$ cat src/rtl/csi_capture_ctrl.sv
// CSI capture sequencer: sensor power/reset sequencing, frame arming, RAW10 unpacker gating,
// line/group counting against programmed dimensions, sticky status and IRQ over Wishbone.
module csi_capture_ctrl #(
  parameter int H_W     = 11,
  parameter int V_W     = 11,
  parameter int PWR_DLY = 1000,
  parameter int RST_DLY = 200
) (
  input  logic        wb_clk_i,
  input  logic        wb_rst_n,
  input  logic        wbs_stb_i,
  input  logic        wbs_cyc_i,
  input  logic        wbs_we_i,
  input  logic [3:0]  wbs_sel_i,
  input  logic [31:0] wbs_adr_i,
  input  logic [31:0] wbs_dat_i,
  output logic        wbs_ack_o,
  output logic [31:0] wbs_dat_o,
  input  logic        fsync_i,
  input  logic        lsync_i,
  input  logic        pix_valid_i,
  output logic        cam_pwr_en_o,
  output logic        cam_reset_o,
  output logic        cam_xmaster_o,
  output logic        cap_en_o,
  output logic        irq_o
);

  typedef enum logic [2:0] {
    S_OFF = 3'd0, S_PWR_UP = 3'd1, S_RST_REL = 3'd2,
    S_IDLE = 3'd3, S_WAIT_FS = 3'd4, S_CAPTURE = 3'd5
  } state_t;

  localparam int DLY_MAX = (PWR_DLY > RST_DLY) ? PWR_DLY : RST_DLY;
  localparam int DLY_W   = $clog2(DLY_MAX + 1);

  state_t           r_state, w_nxt;
  logic [DLY_W-1:0] r_dly;
  logic             r_ack;
  logic [31:0]      r_dat;
  logic             r_pwr_on, r_cont, r_xmaster;
  logic [2:0]       r_irq_en;
  logic [V_W-1:0]   r_exp_lines, r_lines, r_cnt_lines, w_lines_nx;
  logic [H_W-1:0]   r_exp_grp, r_grp, r_last_grp, r_cnt_grp;
  logic             r_done, r_line_err, r_frame_err, r_irq;
  logic             r_fs_q, r_ls_q;

  logic        w_req, w_wr, w_arm;
  logic [1:0]  w_reg;
  logic [31:0] w_mask, w_cfg_rd, w_cfg_new, w_cnt_rd, w_rd;
  logic [2:0]  w_clr;
  logic        w_fs_rise, w_fs_fall, w_ls_fall, w_cap;
  logic        w_set_done, w_set_lerr, w_set_ferr;

  assign w_req  = wbs_stb_i & wbs_cyc_i & ~r_ack;
  assign w_wr   = w_req & wbs_we_i;
  assign w_reg  = wbs_adr_i[3:2];
  assign w_mask = {{8{wbs_sel_i[3]}}, {8{wbs_sel_i[2]}}, {8{wbs_sel_i[1]}}, {8{wbs_sel_i[0]}}};
  assign w_arm  = w_wr & (w_reg == 2'd0) & wbs_sel_i[0] & wbs_dat_i[1];
  assign w_clr  = (w_wr && w_reg == 2'd2 && wbs_sel_i[0]) ? wbs_dat_i[2:0] : 3'b000;

  always_comb begin
    w_cfg_rd = '0;
    w_cfg_rd[V_W+15:16] = r_exp_lines;
    w_cfg_rd[H_W-1:0]   = r_exp_grp;
    w_cnt_rd = '0;
    w_cnt_rd[V_W+15:16] = r_cnt_lines;
    w_cnt_rd[H_W-1:0]   = r_cnt_grp;
    w_cfg_new = (w_cfg_rd & ~w_mask) | (wbs_dat_i & w_mask);
    case (w_reg)
      2'd0:    w_rd = {25'd0, r_irq_en, r_xmaster, r_cont, 1'b0, r_pwr_on};
      2'd1:    w_rd = w_cfg_rd;
      2'd2:    w_rd = {25'd0, r_state, (r_state == S_WAIT_FS) || (r_state == S_CAPTURE),
                       r_frame_err, r_line_err, r_done};
      default: w_rd = w_cnt_rd;
    endcase
  end

  assign w_cap     = (r_state == S_CAPTURE);
  assign w_fs_rise = fsync_i & ~r_fs_q;
  assign w_fs_fall = ~fsync_i & r_fs_q;
  assign w_ls_fall = ~lsync_i & r_ls_q;
  // a line ending in the frame-end cycle is already included here
  assign w_lines_nx = (w_ls_fall && r_lines != '1) ? r_lines + 1'b1 : r_lines;

  assign w_set_done = w_cap & w_fs_fall;
  assign w_set_ferr = w_cap & w_fs_fall & (w_lines_nx != r_exp_lines);
  assign w_set_lerr = w_cap & w_ls_fall & (r_grp != r_exp_grp);

  always_comb begin
    w_nxt = r_state;
    case (r_state)
      S_OFF:     if (r_pwr_on) w_nxt = S_PWR_UP;
      S_PWR_UP:  if (r_dly == DLY_W'(PWR_DLY - 1)) w_nxt = S_RST_REL;
      S_RST_REL: if (r_dly == DLY_W'(RST_DLY - 1)) w_nxt = S_IDLE;
      S_IDLE:    if (w_arm) w_nxt = S_WAIT_FS;
      S_WAIT_FS: if (w_fs_rise) w_nxt = S_CAPTURE;
      S_CAPTURE: if (w_fs_fall) w_nxt = r_cont ? S_WAIT_FS : S_IDLE;
      default:   w_nxt = S_OFF;
    endcase
    if (!r_pwr_on) w_nxt = S_OFF;
  end

  always_ff @(posedge wb_clk_i) begin
    if (!wb_rst_n) begin
      r_state     <= S_OFF;
      r_dly       <= '0;
      r_ack       <= 1'b0;
      r_dat       <= '0;
      r_pwr_on    <= 1'b0;
      r_cont      <= 1'b0;
      r_xmaster   <= 1'b0;
      r_irq_en    <= '0;
      r_exp_lines <= '0;
      r_exp_grp   <= '0;
      r_lines     <= '0;
      r_grp       <= '0;
      r_last_grp  <= '0;
      r_cnt_lines <= '0;
      r_cnt_grp   <= '0;
      r_done      <= 1'b0;
      r_line_err  <= 1'b0;
      r_frame_err <= 1'b0;
      r_irq       <= 1'b0;
      r_fs_q      <= 1'b0;
      r_ls_q      <= 1'b0;
    end else begin
      r_state <= w_nxt;
      r_dly   <= (w_nxt != r_state) ? '0 : r_dly + 1'b1;
      r_ack   <= w_req;
      r_dat   <= (w_req && !wbs_we_i) ? w_rd : '0;
      r_fs_q  <= fsync_i;
      r_ls_q  <= lsync_i;

      if (w_wr && w_reg == 2'd0 && wbs_sel_i[0]) begin
        r_pwr_on  <= wbs_dat_i[0];
        r_cont    <= wbs_dat_i[2];
        r_xmaster <= wbs_dat_i[3];
        r_irq_en  <= wbs_dat_i[6:4];
      end
      if (w_wr && w_reg == 2'd1) begin
        r_exp_lines <= w_cfg_new[V_W+15:16];
        r_exp_grp   <= w_cfg_new[H_W-1:0];
      end

      if (r_state == S_WAIT_FS && w_fs_rise) begin
        r_lines    <= '0;
        r_grp      <= '0;
        r_last_grp <= '0;
      end else if (w_cap) begin
        if (w_ls_fall) begin
          r_lines    <= w_lines_nx;
          r_grp      <= '0;
          r_last_grp <= r_grp;
        end else if (lsync_i && pix_valid_i && r_grp != '1) begin
          r_grp <= r_grp + 1'b1;
        end
        // group field reports the last completed line of the frame
        if (w_fs_fall) begin
          r_cnt_lines <= w_lines_nx;
          r_cnt_grp   <= w_ls_fall ? r_grp : r_last_grp;
        end
      end

      r_done      <= w_set_done | (r_done      & ~w_clr[0]);
      r_line_err  <= w_set_lerr | (r_line_err  & ~w_clr[1]);
      r_frame_err <= w_set_ferr | (r_frame_err & ~w_clr[2]);
      r_irq       <= |({r_frame_err, r_line_err, r_done} & r_irq_en);
    end
  end

  assign wbs_ack_o     = r_ack;
  assign wbs_dat_o     = r_dat;
  assign cam_pwr_en_o  = (r_state != S_OFF);
  assign cam_reset_o   = (r_state == S_OFF) || (r_state == S_PWR_UP);
  assign cam_xmaster_o = r_xmaster;
  assign cap_en_o      = w_cap;
  assign irq_o         = r_irq;

endmodule

$ cat config.mk
export PLATFORM = sky130hd
export DESIGN_NAME = csi_capture_ctrl
export DESIGN_NICKNAME = d
export VERILOG_FILES = /design/src/rtl/csi_capture_ctrl.sv
export SDC_FILE = /design/constraint.sdc
export NUM_CORES = 1
export LEC_CHECK = 0
export ABC_AREA = 1
export CAP_MARGIN = 30
export CORE_AREA = 2 2 117 119
export CTS_BUF_LIST = sky130_fd_sc_hd__clkbuf_8
export DETAILED_ROUTE_END_ITERATION = 8
export DIE_AREA = 0 0 119 121
export PLACE_DENSITY = 0.7
export SETUP_SLACK_MARGIN = 0.5
export SYNTH_ARGS = -nofsm -noshare
export SYNTH_HDL_FRONTEND = slang
export SYNTH_SLANG_ARGS = --single-unit
export TNS_END_PERCENT = 1
$ cat constraint.sdc
create_clock -name wb_clk_i -period 2.6 [get_ports wb_clk_i]
set_input_delay 0.26 -clock wb_clk_i [delete_from_list [all_inputs] [get_ports wb_clk_i]]
set_output_delay 0.26 -clock wb_clk_i [all_outputs]
set_load 0.05 [all_outputs]
== After elaboration in Yosys (flattened, before gate mapping) ==
Cells that the tools add are included.

* Input port bits: 76
* Latch bits: 0
* Flip-flop bits (word level): 135
* Logic and storage cells: 109
* ROM bits: 0
* Output and inout port bits: 38
* Memory bits (writable): 0
* Memories: 0

* Shift operators: 0
* Add/sub/neg operators: 3
* Reduce and logical (&&, ||, !) cells: 24
* Equality and inequality tests: 14
* Magnitude comparators: 0
* Bitwise gates (word level): 33
* Multiplexer cells: 14
* Div/mod/pow operators: 0
* $mul: 0

{| class="wikitable"
|+ Operator list
! cell !! number
|-
| 27-bit one-hot mux with 3 select lines || 1
|-
| 27-bit bitwise AND || 2
|-
| 11-bit 2-to-1 mux || 4
|-
| 27-bit NOT || 1
|-
| 27-bit OR || 1
|-
| 3-bit 2-to-1 mux || 8
|-
| 11-bit by 1-bit adder with 11-bit output (second input constant) || 2
|-
| 11-bit != test || 2
|-
| 11-bit != test (second input constant) || 2
|-
| 3-bit one-hot mux with 6 select lines || 1
|-
| 1-bit bitwise AND || 16
|-
| 10-bit by 1-bit adder with 10-bit output (second input constant) || 1
|-
| 10-bit == test (second input constant) || 1
|-
| 10-bit by 8-bit == test with 1-bit output (second input constant) || 1
|-
| 1-bit logical AND || 10
|-
| 1-bit NOT || 9
|-
| 3-bit by 2-bit == test with 1-bit output (second input constant) || 2
|-
| 3-bit == test (second input constant) || 2
|-
| 2-bit AND reduction || 3
|-
| 2-bit OR reduction || 2
|-
| 3-bit bitwise AND || 1
|-
| 3-bit by 1-bit == test with 1-bit output (second input constant) || 1
|-
| 3-bit logical NOT || 1
|-
| 3-bit != test || 1
|-
| 10 further kinds || 13
|}

== Logic depth before layout (Yosys ltp) ==
* Depth after elaboration: 11
* Gate-level depth with buffers: 16

== Worst setup path before layout ==
OpenSTA, ideal clock, no wires.

* Path type: register to register
* From: reg r_lines[1]
* To: reg r_frame_err
* Arrival time: 1657 ps
* Data required time: 2469 ps
* Library setup time: 131 ps
* Buffers on the path: 1
* Slack: 812 ps
* Stages on the path, launching flop included: 16
* Period minus slack after synthesis: 1788 ps
* Cells stage by stage: dfxtp_1 -> ha_1 -> inv_1 -> nor2_4 -> nand3_4 -> nand2_4 -> buf_12 -> nand2_2 -> nand2_2 -> nand2_1 -> nand2_1 -> nand3_1 -> nor2_1 -> nand3_1 -> nand2_1 -> a21oi_2

* Cells in the longest elaborated chain, start to end: 6
* Elaborated cells between the ends (all ways): 7
* Classes of those cells: 1 x add/sub; 2 x eq/ne; 1 x mux; 2 x bitwise; 1 x reduce/logical

{| class="wikitable"
|+ Ends and longest elaborated chain
! what !! line !! source
|-
| from (decl) || 43 || <nowiki>logic [V_W-1:0] r_exp_lines, r_lines, r_cnt_lines, w_lines_nx;</nowiki>
|-
| from (signal assigned) || 152 || <nowiki>r_lines <= w_lines_nx;</nowiki>
|-
| parallel branches: the longest is 2 deep, another holds 11-bit by 1-bit adder with 11-bit output || -- ||
|-
| 11-bit 2-to-1 mux * || 84 || <nowiki>assign w_lines_nx = (w_ls_fall && r_lines != '1) ? r_lines + 1'b1 : r_lines;</nowiki>
|-
| 11-bit != test * || 87 || <nowiki>assign w_set_ferr = w_cap & w_fs_fall & (w_lines_nx != r_exp_lines);</nowiki>
|-
| 1-bit bitwise AND * || 87 ||
|-
| 1-bit OR * || 167 || <nowiki>r_frame_err <= w_set_ferr | (r_frame_err & ~w_clr[2]);</nowiki>
|-
| to (signal assigned) || 167 ||
|-
| to (decl) || 45 || <nowiki>logic r_done, r_line_err, r_frame_err, r_irq;</nowiki>
|}

Mark *: on every way between the ends.
A chain may end at the register's enable or synchronous reset.

== Final worst setup path ==
Ends and elaborated chain as after synthesis.

==> run summary <==
Antenna cells = 0
Relative max-transition margin = 57.1%
Synth cell types = 40
Dpl cells = 1,023
Fin nets = 947
Via count = 5,371
Initial Util = 44.0%
Die ar. = 14,400 µm²
Total power = 3.85 mW
RR Startpoint = r_lines[1]
All-Layer GR Usage = 21.0%
First-pass GRT wire length = 23,900 µm
Vias in the first global route = 4,850
Largest net degree at the start of global routing = 47
Worst setup path startpoint = r_lines[1]
Wire per inst = 13.7 µm
CP Capture Type = flop
First-iteration detailed-routing DRC count = 377
CP Launch Type = flop
RR Endpoint = r_frame_err
Clock Sinks = 125
Area growth, synth to finish = 21.1%
Slew Limit Fails = 0
Post-synth EDFFs = 0
Dpl ws = 0.191 ns
Sw frac = 23.3%
Mapped Area = 5760 µm²
Worst setup path class = flop to flop
Ports = 114
Number of synthesized register bits = 125
Gr ovfl total = 0
Fmax = 470 MHz
Height of the die = 121 µm
CORE AREA = 13,100 µm²
Primary FF master, synth = dfxtp_1
Setup TNS = 0 ns
Slowest library cell on the worst path = dfxtp_2
ANT nets after route = 0
Clock network power share = 43.2%
Number of synthesis warnings = 0
Finished Cell Area = 6970 µm²
DRC errors left = 0
Reg power frac = 50.3%
Pwr dens = 552 nW/µm²
Largest buffer count on any clock path = 2
Dpl cell area = 6560 µm²
Initial antenna violation count = 0
Final Critical Period = 2.13 ns
Final Hold Violating Endpoints = 0
Worst Path Arrival = 2.45 ns
CTS tree = yes
Final WS setup = 0.475 ns
FF-to-FF setup slack = 0.47 ns
MaxCap Viol Count = 0
Clock slew at reported path FFs = 0.07 ns
Worst hold path class = primary input to flop
Die Width = 119 µm
CTS Root Cell = clkbuf_8
Synth async-reset ratio = 0%
Max VDD drop = 0.000255 V
RD Place Congestion = 0.890
Seq/Total Area, Yosys = 43.5%
Crit path capture = r_frame_err
P_leak = 2.65 nW
Routed WL = 14,500 µm
Drt first pass iters = 5
TritonCTS Buffers = 17
Period utilization = 81.7%
Worst slew pin tran = 0.641 ns
Unrepaired setup endpoints after global routing = true
Fraction of layout cells with a size suffix above 1 = 9.19%
Worst path max stage delay = 0.39 ns
Htree depth = 4
CP Max Fanout = 11
Non-filler cells, final = 1,057
Final HPWL DP = 10,400 µm
Cell mode on critical path = nand2_1
Hold Buf Count CTS = 0
Worst Clk Skew = 0.0118 ns
Clock latency at the later pin of the worst-skew pair = 0.45 ns
Syn_area_per_cell = 7.19 µm²
Comb power frac = 6.5%
Cell count after synthesis = 800
PortBufs = 63
R2R depth = 14
Vias per cell = 5.08
Critical path required time = 2.92 ns
WHS = 0.387 ns
Outcome = finished clean
Final core utilization = 53.3%
CP Cell Sequence = ha_2 > inv_1 > nor2_4 > nand3_4 > nand2_8 > inv_1 > nand2_1 > nand2_2 > nand2_1 > nand3_1 > nor2_1 > nand3_1 > nand2_1 > a21oi_2
Std-Cell Rows = 42
Sw power = 0.898 mW
Int Pwr = 2.95 mW
Setup violators final = 0
-- cell usage after synthesis, types with 2 or more instances --
cell type	instances	share of area [%]
nand2_4	3	0.59
buf_4	11	1.4
nand3_1	56	4.9
nor4_1	2	0.22
dfxtp_1	125	43
nand4_1	10	1.1
nor3_1	11	0.96
a21oi_1	71	6.2
clkbuf_1	21	1.4
ha_1	3	0.65
inv_2	5	0.33
nand2_1	187	12
a221oi_1	4	0.61
xnor2_1	3	0.46
nor2_4	4	0.78
nor3b_1	2	0.26
nor3_2	2	0.35
a31oi_1	13	1.4
nand2_2	9	0.98
o21ai_0	68	5.9
nor2_1	53	3.5
o22ai_1	9	0.98
inv_1	88	5.7
nor2_2	5	0.54
buf_2	6	0.52
a211oi_1	2	0.26
xor2_1	13	2.0
o211ai_1	2	0.26
-- cell type report --
class / instances / area [µm²]
fillers: 1287 / 6110
multi-input cells: 552 / 2740
flip-flops and latches: 125 / 2500
repair buffers: 79 / 768
inverters: 93 / 349
clock buffers: 21 / 289
well taps: 176 / 220
clock inverters: 11 / 100
-- worst min-delay path by stage --
stage	endpoint	slack, ns	cells after the start	startpoint
finish	wbs_ack_o	0.39	3	wbs_stb_i
floorplan	r_fs_q	0.35	2	fsync_i
global route	wbs_ack_o	0.39	3	wbs_stb_i
CTS	wbs_ack_o	0.36	3	wbs_stb_i
detailed placement	r_dly[0]	0.44	1	r_dly[0]
global placement	r_last_grp[7]	0.43	2	r_last_grp[7]
-- cell usage in the layout (no fill, tap or decap), types with 3 or more instances in the layout --
| master | count |
|---|---|
| nand2_1 | 187 |
| dfxtp_1 | 124 |
| inv_1 | 92 |
| a21oi_1 | 71 |
| o21ai_0 | 68 |
| clkdlybuf4s50_1 | 60 |
| nand3_1 | 56 |
| nor2_1 | 52 |
| clkbuf_8 | 21 |
| buf_4 | 14 |
| a31oi_1 | 13 |
| xor2_1 | 13 |
| nor3_1 | 11 |
| nand4_1 | 10 |
| conb_1 | 10 |
| o22ai_1 | 9 |
| nand2_2 | 9 |
| nor2_2 | 6 |
| inv_2 | 5 |
| clkinv_2 | 5 |
| a221oi_1 | 4 |
| nor2_4 | 4 |
| xnor2_1 | 3 |
-- cell families (layout without fill, tap and decap cells) --
family	after synthesis	after routing	share of synthesized area [%]
adders and majority gates	3	3	0.652
other	1	10	0.0652
DFF	125	125	43.5
AOI/OAI and AO/OA	175	175	16.5
buffers and inverters	132	204	9.74
and+or+nand+nor	347	347	27.0
muxes	1	1	0.174
xor gates and xnor gates	16	16	2.43
-- critical path, delay by kind of cell (launching register included) --
| family | cells | cell delay (ns) |
|---|---|---|
| simple gates | 10 | 1.13 |
| fa+ha+maj | 1 | 0.23 |
| flops | 1 | 0.39 |
| buf+inv | 2 | 0.19 |
| compound gates | 1 | 0.05 |
-- repair_timing --
item | 4_1_cts | 5_1_grt
endpoints found under the setup margin | 4 | 28
gates resized for setup | 6 | 2
hold endpoints to repair | 0 | 0
setup buffers | 0 | 2
-- routing by layer --
layer	share of wire (%)	vias up	track usage (%)
met5	0	-	0
met4	1.7	0	8.04
met3	4.5	21	4.46
met2	47	119	33.6
met1	47	2492	27.7
li1	-	2739	-
-- power by group through the flow --
stage | combinational [mW] | clock, mW | sequential, mW
final | 0.252 | 1.66 | 1.94
after global routing | 0.276 | 1.78 | 1.94
after CTS | 0.252 | 1.70 | 1.94
after detailed placement | 0.250 | 0 | 1.98
after global placement | 0.250 | 0 | 1.98
after floorplan | 0.154 | 0 | 1.98
Power figures use the tool's default switching activity.
